$ cat config.mk
export PLATFORM = sky130hd
export DESIGN_NAME = mem_bus_arbiter
export DESIGN_NICKNAME = d
export VERILOG_FILES = /design/src/rtl/mem_bus_arbiter.sv
export SDC_FILE = /design/constraint.sdc
export NUM_CORES = 1
export LEC_CHECK = 0
export CORE_AREA = 2 2 184 186
export CTS_CLUSTER_SIZE = 14
export DETAILED_ROUTE_END_ITERATION = 10
export DIE_AREA = 0 0 186 188
export PLACE_DENSITY = 0.37
export SLEW_MARGIN = 20
export SYNTH_ARGS = -nofsm -noshare
export SYNTH_HDL_FRONTEND = slang
export SYNTH_SLANG_ARGS = --single-unit
$ cat constraint.sdc
create_clock -name clk -period 3.5 [get_ports clk]
set_clock_uncertainty 0.1 [all_clocks]
set_input_delay 0.35 -clock clk [delete_from_list [all_inputs] [get_ports clk]]
set_output_delay 0.35 -clock clk [all_outputs]
set_load 0.05 [all_outputs]
$ cat src/rtl/mem_bus_arbiter.sv
// Two-client line arbiter: I-cache (client 0) and D-cache (client 1) onto one memory bus, plus invalidation broadcast.
// Latency: one IDLE arbitration cycle per line; request, write-data and read-response beats pass through combinationally.
// Backpressure: the owner sees m_reqack and drives m_respack directly; the non-owner sees reqack=0 and simply holds its request.
module mem_bus_arbiter #(
   parameter int unsigned              BUS_DATA_WIDTH = 64,
   parameter int unsigned              BUS_TAG_WIDTH  = 13,
   parameter int unsigned              BEATS          = 8,
   parameter int unsigned              WRITE_BIT      = 12,
   parameter logic                     WRITE_VAL      = 1'b0,
   parameter logic [BUS_TAG_WIDTH-1:0] INV_TAG        = 13'h800
) (
   input  logic                      clk,
   input  logic                      reset,

   input  logic                      c0_reqcyc,
   input  logic [BUS_DATA_WIDTH-1:0] c0_req,
   input  logic [BUS_TAG_WIDTH-1:0]  c0_reqtag,
   output logic                      c0_reqack,
   output logic                      c0_respcyc,
   output logic [BUS_DATA_WIDTH-1:0] c0_resp,
   output logic [BUS_TAG_WIDTH-1:0]  c0_resptag,
   input  logic                      c0_respack,

   input  logic                      c1_reqcyc,
   input  logic [BUS_DATA_WIDTH-1:0] c1_req,
   input  logic [BUS_TAG_WIDTH-1:0]  c1_reqtag,
   output logic                      c1_reqack,
   output logic                      c1_respcyc,
   output logic [BUS_DATA_WIDTH-1:0] c1_resp,
   output logic [BUS_TAG_WIDTH-1:0]  c1_resptag,
   input  logic                      c1_respack,

   output logic                      m_reqcyc,
   output logic [BUS_DATA_WIDTH-1:0] m_req,
   output logic [BUS_TAG_WIDTH-1:0]  m_reqtag,
   input  logic                      m_reqack,
   input  logic                      m_respcyc,
   input  logic [BUS_DATA_WIDTH-1:0] m_resp,
   input  logic [BUS_TAG_WIDTH-1:0]  m_resptag,
   output logic                      m_respack
);

   localparam int unsigned       BEAT_W    = (BEATS > 1) ? $clog2(BEATS) : 1;
   localparam logic [BEAT_W-1:0] LAST_BEAT = BEAT_W'(BEATS - 1);

   // One bus beat as seen on a request port: valid, tag, payload.
   typedef struct packed {
      logic                      cyc;
      logic [BUS_TAG_WIDTH-1:0]  tag;
      logic [BUS_DATA_WIDTH-1:0] dat;
   } beat_t;

   typedef enum logic [1:0] {
      ST_IDLE,
      ST_REQ,
      ST_WDATA,
      ST_RDATA
   } state_t;

   state_t            state_q, state_d;
   logic              owner_q, owner_d;
   logic              last_grant_q, last_grant_d;
   logic              is_write_q, is_write_d;
   logic [BEAT_W-1:0] beat_q, beat_d;

   beat_t [1:0] cli_req;
   logic  [1:0] cli_respack;
   beat_t       own_req;
   logic        own_respack;
   logic        inv_vld;
   logic        grant_vld;
   logic        grant_id;

   // Per-client output vectors, fanned out to the named ports at the bottom.
   logic [1:0]                     reqack;
   logic [1:0]                     respcyc;
   logic [1:0][BUS_DATA_WIDTH-1:0] resp;
   logic [1:0][BUS_TAG_WIDTH-1:0]  resptag;
   logic                           bus_reqcyc;
   logic [BUS_DATA_WIDTH-1:0]      bus_req;
   logic [BUS_TAG_WIDTH-1:0]       bus_reqtag;
   logic                           bus_respack;

   assign cli_req[0]     = {c0_reqcyc, c0_reqtag, c0_req};
   assign cli_req[1]     = {c1_reqcyc, c1_reqtag, c1_req};
   assign cli_respack    = {c1_respack, c0_respack};
   assign own_req        = cli_req[owner_q];
   assign own_respack    = cli_respack[owner_q];

   // An invalidation is recognised purely by its tag; it may arrive in any state.
   assign inv_vld   = m_respcyc && (m_resptag == INV_TAG);

   // Round robin: on a tie the client that did not win last time goes next.
   assign grant_vld = c0_reqcyc | c1_reqcyc;
   assign grant_id  = (c0_reqcyc && c1_reqcyc) ? ~last_grant_q : c1_reqcyc;

   // State register; reset abandons any line in flight and makes client 0 win the first tie.
   always_ff @(posedge clk) begin
      if (reset) begin
         state_q      <= ST_IDLE;
         owner_q      <= 1'b0;
         last_grant_q <= 1'b1;
         is_write_q   <= 1'b0;
         beat_q       <= '0;
      end else begin
         state_q      <= state_d;
         owner_q      <= owner_d;
         last_grant_q <= last_grant_d;
         is_write_q   <= is_write_d;
         beat_q       <= beat_d;
      end
   end

   // Next-state and output routing: owner passthrough per state, then invalidation override, then reset blanking.
   always_comb begin
      state_d      = state_q;
      owner_d      = owner_q;
      last_grant_d = last_grant_q;
      is_write_d   = is_write_q;
      beat_d       = beat_q;

      reqack       = '0;
      respcyc      = '0;
      resp         = '0;
      resptag      = '0;
      bus_reqcyc   = 1'b0;
      bus_req      = '0;
      bus_reqtag   = '0;
      bus_respack  = 1'b0;

      case (state_q)
         ST_IDLE: begin
            if (grant_vld) begin
               owner_d      = grant_id;
               last_grant_d = grant_id;
               is_write_d   = (cli_req[grant_id].tag[WRITE_BIT] == WRITE_VAL);
               beat_d       = '0;
               state_d      = ST_REQ;
            end
         end

         ST_REQ: begin
            bus_reqcyc      = own_req.cyc;
            bus_req         = own_req.dat;
            bus_reqtag      = own_req.tag;
            reqack[owner_q] = m_reqack;
            if (own_req.cyc && m_reqack) begin
               state_d = is_write_q ? ST_WDATA : ST_RDATA;
            end
         end

         ST_WDATA: begin
            bus_reqcyc      = own_req.cyc;
            bus_req         = own_req.dat;
            bus_reqtag      = own_req.tag;
            reqack[owner_q] = m_reqack;
            if (own_req.cyc && m_reqack) begin
               if (beat_q == LAST_BEAT) begin
                  beat_d  = '0;
                  state_d = ST_IDLE;
               end else begin
                  beat_d  = beat_q + BEAT_W'(1);
               end
            end
         end

         ST_RDATA: begin
            // An invalidation beat borrows the response channel for one cycle and is not a data beat.
            if (!inv_vld) begin
               respcyc[owner_q] = m_respcyc;
               resp[owner_q]    = m_resp;
               resptag[owner_q] = m_resptag;
               bus_respack      = own_respack;
               if (m_respcyc && own_respack) begin
                  if (beat_q == LAST_BEAT) begin
                     beat_d  = '0;
                     state_d = ST_IDLE;
                  end else begin
                     beat_d  = beat_q + BEAT_W'(1);
                  end
               end
            end
         end

         default: begin
            state_d = ST_IDLE;
         end
      endcase

      // Invalidations go to both caches and are always consumed by the arbiter itself.
      if (inv_vld) begin
         respcyc     = 2'b11;
         resp[0]     = m_resp;
         resp[1]     = m_resp;
         resptag[0]  = INV_TAG;
         resptag[1]  = INV_TAG;
         bus_respack = 1'b1;
      end

      // Nothing leaves the block while reset is held, including from the cycle it is first asserted.
      if (reset) begin
         reqack      = '0;
         respcyc     = '0;
         resp        = '0;
         resptag     = '0;
         bus_reqcyc  = 1'b0;
         bus_req     = '0;
         bus_reqtag  = '0;
         bus_respack = 1'b0;
      end
   end

   assign c0_reqack  = reqack[0];
   assign c0_respcyc = respcyc[0];
   assign c0_resp    = resp[0];
   assign c0_resptag = resptag[0];
   assign c1_reqack  = reqack[1];
   assign c1_respcyc = respcyc[1];
   assign c1_resp    = resp[1];
   assign c1_resptag = resptag[1];
   assign m_reqcyc   = bus_reqcyc;
   assign m_req      = bus_req;
   assign m_reqtag   = bus_reqtag;
   assign m_respack  = bus_respack;

endmodule

==> results of run 1 <==
-- synthesized netlist by cell type (3+ instances only) --
library cell  number  area share
o32ai_1            3      0.0088
dfxtp_1            8       0.054
nor2b_1            3      0.0063
clkbuf_1          32       0.040
nand3_1            6       0.010
nor2_1           213        0.27
a21oi_1            6       0.010
buf_2             10       0.017
nand2b_1          65        0.14
ha_1               6       0.025
nand2_1            9       0.011
mux2i_1           78        0.26
inv_1              8       0.010
nor4b_1            3      0.0088
and2_1            25       0.052
-- critical path: cells and delay by family, from the launching register on --
family                 cells  cell delay (ns)
buffers and inverters      2             1.24
flip-flops                 1             0.86
multiplexers               1             0.14
AND/OR/NAND/NOR            1             0.09
-- registers in the layout (all words and copies together) (netlist names) --
signal / cells
beat_q: 3
is_write_q: 1
last_grant_q: 1
owner_q: 1
state_q: 2
-- where the power goes --
group / total [mW] / internal, mW / switching, mW
combinational: 2.40 / 0.930 / 1.47
sequential: 0.181 / 0.114 / 0.0663
clock: 0.203 / 0.152 / 0.0505
-- metrics by stage --
stage          cells  hold WS (ns)    util  setup slack (ns)
6_report        1399        0.3751  0.2882            0.4518
5_1_grt         1399        0.4114  0.2882            0.2995
4_1_cts         1399        0.3807  0.2882            0.4102
3_5_place_dp    1395        0.3745  0.2858            0.4274
3_3_place_gp    1395        0.3685  0.2858            0.4754
2_1_floorplan    504        0.3522       -            0.7860
-- cells by family after synthesis --
family,share of synthesized area
simple gates,0.5224
mux,0.2654
buf+inv,0.07338
compound gates,0.05996
flops,0.05367
fa+ha+maj,0.02516
-- path summary, 6_finish.rpt --
| kind | depth (start not counted) | slack (ns) | startpoint | endpoint |
|---|---|---|---|---|
| max | 4 | 0.45 | owner_q | m_req[20] |
| min | 2 | 0.38 | beat_q[2] | beat_q[2] |
| max reg2reg | 5 | 1.11 | owner_q | state_q[0] |
| min reg2reg | 2 | 0.38 | beat_q[2] | beat_q[2] |
-- area by class of cell --
type                       instances  area share
tap                              448     0.05873
multi-input combinational        443      0.2748
sequential                         8     0.01717
timing repair buffer             488      0.6379
clock buffer                       4    0.008259
inverter                           8    0.003146
-- routing by layer --
layer  track usage  share of wire
met5             0              0
met2        0.2910           0.56
met1        0.1367           0.35
met4       0.02423          0.011
met3       0.02991          0.082
==> impl_metrics.csv, run 1 <==
group,metric,value,unit
power,powerDensity,291.8,nW/um2
job,timing.max_cap.violations,0,
die,start_util,0.09012,
clocking,cts_buffer_depth,2,
sta,grt_setup_unrepaired,"false",
grt,grt.overflow.total,0,
clocking,postCtsResizedCells,0,
die,die_area,34970,um2
die,io_pins,476,
worst_setup_path,crit_chain,"buf_4 > mux2i_1 > nor2_1 > clkdlybuf4s50_1",
worst_setup_path,cp_max_fo,46,
yosys,async_flop_share,0,
yosys,syn-num-nets,749,
clocking,clockRootBuffer,"clkbuf_16",
drt,drtPass1Iterations,6,
die,die_w,186,um
grt,grt_pass1_vias,5282,
clocking,cts_tree,"done",
worst_setup_path,end_kind,"output pin",
sta,setup_viol,0,
die,row_count,67,
drt,vias,5067,
cells_and_area,nFillCells,3566,
worst_setup_path,required,3.05,ns
yosys,syn-cell-area,2984,um2
clocking,cts_max_level,1,
worst_setup_path,max_stage_delay,0.86,ns
sta,relSlewSlack,0.4538,
grt,grt.total_usage,0.1392,
cells_and_area,layout_commonest_cell,"clkdlybuf4s50_1",
worst_setup_path,arrival,2.60,ns
yosys,ys_types,39,
clocking,hold_buffers,0,
sta,slew_violations,0,
sta,hold_violations,0,
cells_and_area,seq_area,163.9,um2
placed_design,port_buffers,475,
sta,tightest_slew,0.8194,ns
cells_and_area,multi_input_area,2623,um2
clocking,cts_sinks,8,
yosys,syn-mean-instance-area,5.921,um2
drt,vias_per_cell,3.622,
grt,antenna_found_initial,0,
min_path,hp-class,"flip-flop to flip-flop",
cells_and_area,syn2layout_area_growth,219.8,%
grt,grt_pass1_wl,35710,um
sta,tns,0,ns
power,peakVddDrop,0.0001841,V
clocking,worstSkewPairLatency,0.24,ns
cells_and_area,drive_above_1_share,0.2135,
worst_setup_path,critical_path_class,"flip-flop to output pin",
outcome,status,"finished clean",
worst_setup_path,worst_setup_path_start_kind,"flip-flop",
yosys,synth-main-ff-cell,"dfxtp_1",
sta,max_clock_freq,0.3281,GHz
cells_and_area,final_cell_mix,"clkdlybuf4s50_1 (295), nor2_1 (212), buf_12 (135)",
cells_and_area,diodes,0,
cells_and_area,fin_area,9544,um2
grt,grt_max_degree,85,
drt,dr.first_iter.drc_count,110,
cells_and_area,num-nets-final,1197,
sta,finalCriticalPeriod,3.048,ns
yosys,synthCells,504,
drt,drtAntennaViolNets,0,
drt,routedWlPerCell,18.40,um
power,p_leak,3.557,nW
yosys,synth_edf_count,0,
yosys,seq_area_frac_synth,0.05367,
placed_design,gp_congestion,0.7800,
clocking,path_clk_slew,0.04,ns
drt,route.detailed.drc,0,
placed_design,placed_area,9465,um2
clocking,post_cts.repair.setup_buffers,0,
yosys,ys_ff_latch,8,
drt,wl,25740,um
placed_design,hpwl,22880,um
worst_setup_path,slowest_stage,"dfxtp_4",
sta,fin_crit_sh,0.8709,
die,fp.dieH,188,um
power,finalPower,2.785,mW
die,core_area,33110,um2
yosys,ys_warn_count,0,
clocking,cts_buffers,3,
No activity file was read; power rests on OpenSTA's default activity.
==> run 2, diff against run 1 <==
==> constraint.sdc (replaced) <==
create_clock -name clk -period 3.5 [get_ports clk]
set_clock_uncertainty 0.1 [all_clocks]
set_input_delay 0.7 -clock clk [delete_from_list [all_inputs] [get_ports clk]]
set_output_delay 0.7 -clock clk [all_outputs]
set_load 0.05 [all_outputs]
==> run 2 against run 1 <==
  * Non-clock buffer count grew 14
  * Clock-buffer cell count stayed put
  * Fmax down 11%
  * Critical path depth up 4
  * Via count grew 1.3%
  * Hold slack better by 0.0031 ns
  * First-iteration DRC count is 16% lower
  * Final cell count is 1.1% higher
  * Utilization increased by 3.9 points
==> impl_metrics.csv, run 2 (same netlist as run 1, synthesis figures left out) <==
group,metric,value,unit
outcome,status,"finished clean",
clocking,clockRootBuffer,"clkbuf_16",
cells_and_area,final_cell_mix,"clkdlybuf4s50_1 (237), buf_12 (232), nor2_1 (180)",
power,power_frac_clock,0.060,
clocking,cts_max_level,1,
sta,tightest_slew,0.5274,ns
cells_and_area,regMostFlops,"beat_q",
job,timing.max_cap.violations,0,
worst_setup_path,rr_endpoint,"state_q[0]",
drt,routedWlPerCell,18.30,um
sta,hold_violations,0,
sta,slew_violations,0,
clocking,cts_buffers,3,
grt,grt_max_degree,80,
power,peakVddDrop,0.0002483,V
power,comb_power_share,0.891,
min_path,hold_path_depth,2,
worst_setup_path,rrSetupSlack,1.07,ns
drt,dr.first_iter.drc_count,92,
sta,setup_viol,0,
sta,tns,0,ns
power,pwr-share-seq,0.049,
die,start_util,0.09012,
die,die_area,34970,um2
worst_setup_path,reg2reg_depth,6,
die,core_area,33110,um2
sta,finalCriticalPeriod,3.424,ns
grt,grt_pass1_wl,35560,um
drt,route.detailed.drc,0,
worst_setup_path,critical_path_class,"primary input to output pin",
cells_and_area,num-nets-final,1211,
cells_and_area,fin_cells,1414,
drt,drtPass1Iterations,4,
grt,grt.overflow.total,0,
die,io_pins,476,
sta,setup_slack,0.07571,ns
clocking,post_cts.repair.setup_buffers,0,
grt,grt_pass1_vias,5296,
placed_design,hpwl,22960,um
cells_and_area,layout_commonest_cell,"clkdlybuf4s50_1",
placed_design,gp_congestion,0.7586,
sta,fin_crit_sh,0.9784,
clocking,cts_sinks,8,
grt,grt.total_usage,0.1396,
cells_and_area,syn2layout_area_growth,263.2,%
drt,wl,25870,um
cells_and_area,drive_above_1_share,0.3244,
worst_setup_path,rr_startpoint,"owner_q",
grt,antenna_found_initial,1,
placed_design,dp.cells,1409,
power,p_leak,4.024,nW
cells_and_area,reg_top3,"beat_q x3, state_q x2",
power,power_switching,1.721,mW
drt,drtAntennaViolNets,0,
drt,vias_per_cell,3.631,
power,powerDensity,309.1,nW/um2
clocking,worstSkewPairLatency,0.24,ns
clocking,cts_tree,"done",
worst_setup_path,required,2.70,ns
sta,relSlewSlack,0.6484,
worst_setup_path,arrival,2.62,ns
min_path,hp-class,"flip-flop to flip-flop",
min_path,worstHoldEndpoint,"beat_q[2]",
sta,grt_setup_unrepaired,"false",
power,power.share.switching,0.5136,
die,die_w,186,um
worst_setup_path,end_kind,"output pin",
sta,max_clock_freq,0.2920,GHz
placed_design,port_buffers,475,
drt,vias,5134,
placed_design,dpl_worst_slack,-0.2101,ns
worst_setup_path,cp_max_fo,26,
min_path,min_from,"beat_q[2]",
clocking,hold_buffers,0,
clocking,path_clk_slew,0.04,ns
cells_and_area,largest_reg_flops,3,
die,row_count,67,
clocking,cts_buffer_depth,2,
power,p_int,1.629,mW
cells_and_area,nFillCells,3398,
worst_setup_path,worst_setup_path_start_kind,"primary input",
die,fp.dieH,188,um
==> run 2: critical path, cell delays in order <==
cell and delay [ns]:
clkdlybuf4s50_1 0.46, nor4b_4 0.32, buf_4 0.16, and4_4 0.28, a21oi_4 0.08, buf_12 0.22, nor2_1 0.21, buf_12 0.17
==> run 2: final cells by class <==
class                   count  area [um2]  area share
repair buffers            502        7262      0.6701
multi-input cells         443        2740      0.2528
clock buffers               4       78.83    0.007273
flip-flops and latches      8       163.9     0.01512
well taps                 448       560.5     0.05172
diodes                      1       2.502   0.0002309
inverters                   8       30.03    0.002771
==> run 2: routing by layer <==
metal | vias to the layer above | routed length (um) | global-route usage
met2 | 297 | 14330 | 0.2848
met5 | - | 0 | 0
li1 | 2541 | - | -
met4 | 0 | 606 | 0.04119
met1 | 2279 | 8382 | 0.1286
met3 | 17 | 2554 | 0.04273
==> run 2: power by group through the flow <==
stage	combinational, mW	sequential, mW	clock, mW
6_report	2.98	0.163	0.202
5_1_grt	3.12	0.170	0.209
4_1_cts	3.03	0.164	0.207
3_5_place_dp	3.03	0.165	0
3_3_place_gp	3.02	0.164	0
2_1_floorplan	1.45	0.125	0
==> run 2: how the worst max path moves through the flow <==
stage                     cells after the start     endpoint          start
after floorplan                               6  c0_resp[10]   m_resptag[5]
after global placement                        8  c1_resp[36]  m_resptag[10]
after detailed placement                      8  c1_resp[36]   m_resptag[9]
after CTS                                     8  c0_resp[56]   m_resptag[9]
after global routing                          8  c1_resp[21]  m_resptag[10]
final                                         8   c1_resp[0]   m_resptag[9]
==> run 2: timing repair <==
| action | CTS | global route |
|---|---|---|
| gates resized for setup | 7 | 33 |
| gates cloned | 0 | 0 |
| endpoints found under the setup margin | 137 | 133 |
==> run 2: per-stage QoR <==
| stage | hold slack, ns | cell area [um2] | util | power [mW] |
|---|---|---|---|---|
| 6_report | 0.3782 | 10840 | 0.3273 | 3.350 |
| 5_1_grt | 0.4001 | 10840 | 0.3273 | 3.497 |
| 4_1_cts | 0.3788 | 10750 | 0.3245 | 3.404 |
| 3_5_place_dp | 0.3727 | 10640 | 0.3213 | 3.191 |
| 3_3_place_gp | 0.3670 | 10640 | 0.3213 | 3.183 |
| 2_1_floorplan | 0.3522 | 2984 | - | 1.578 |
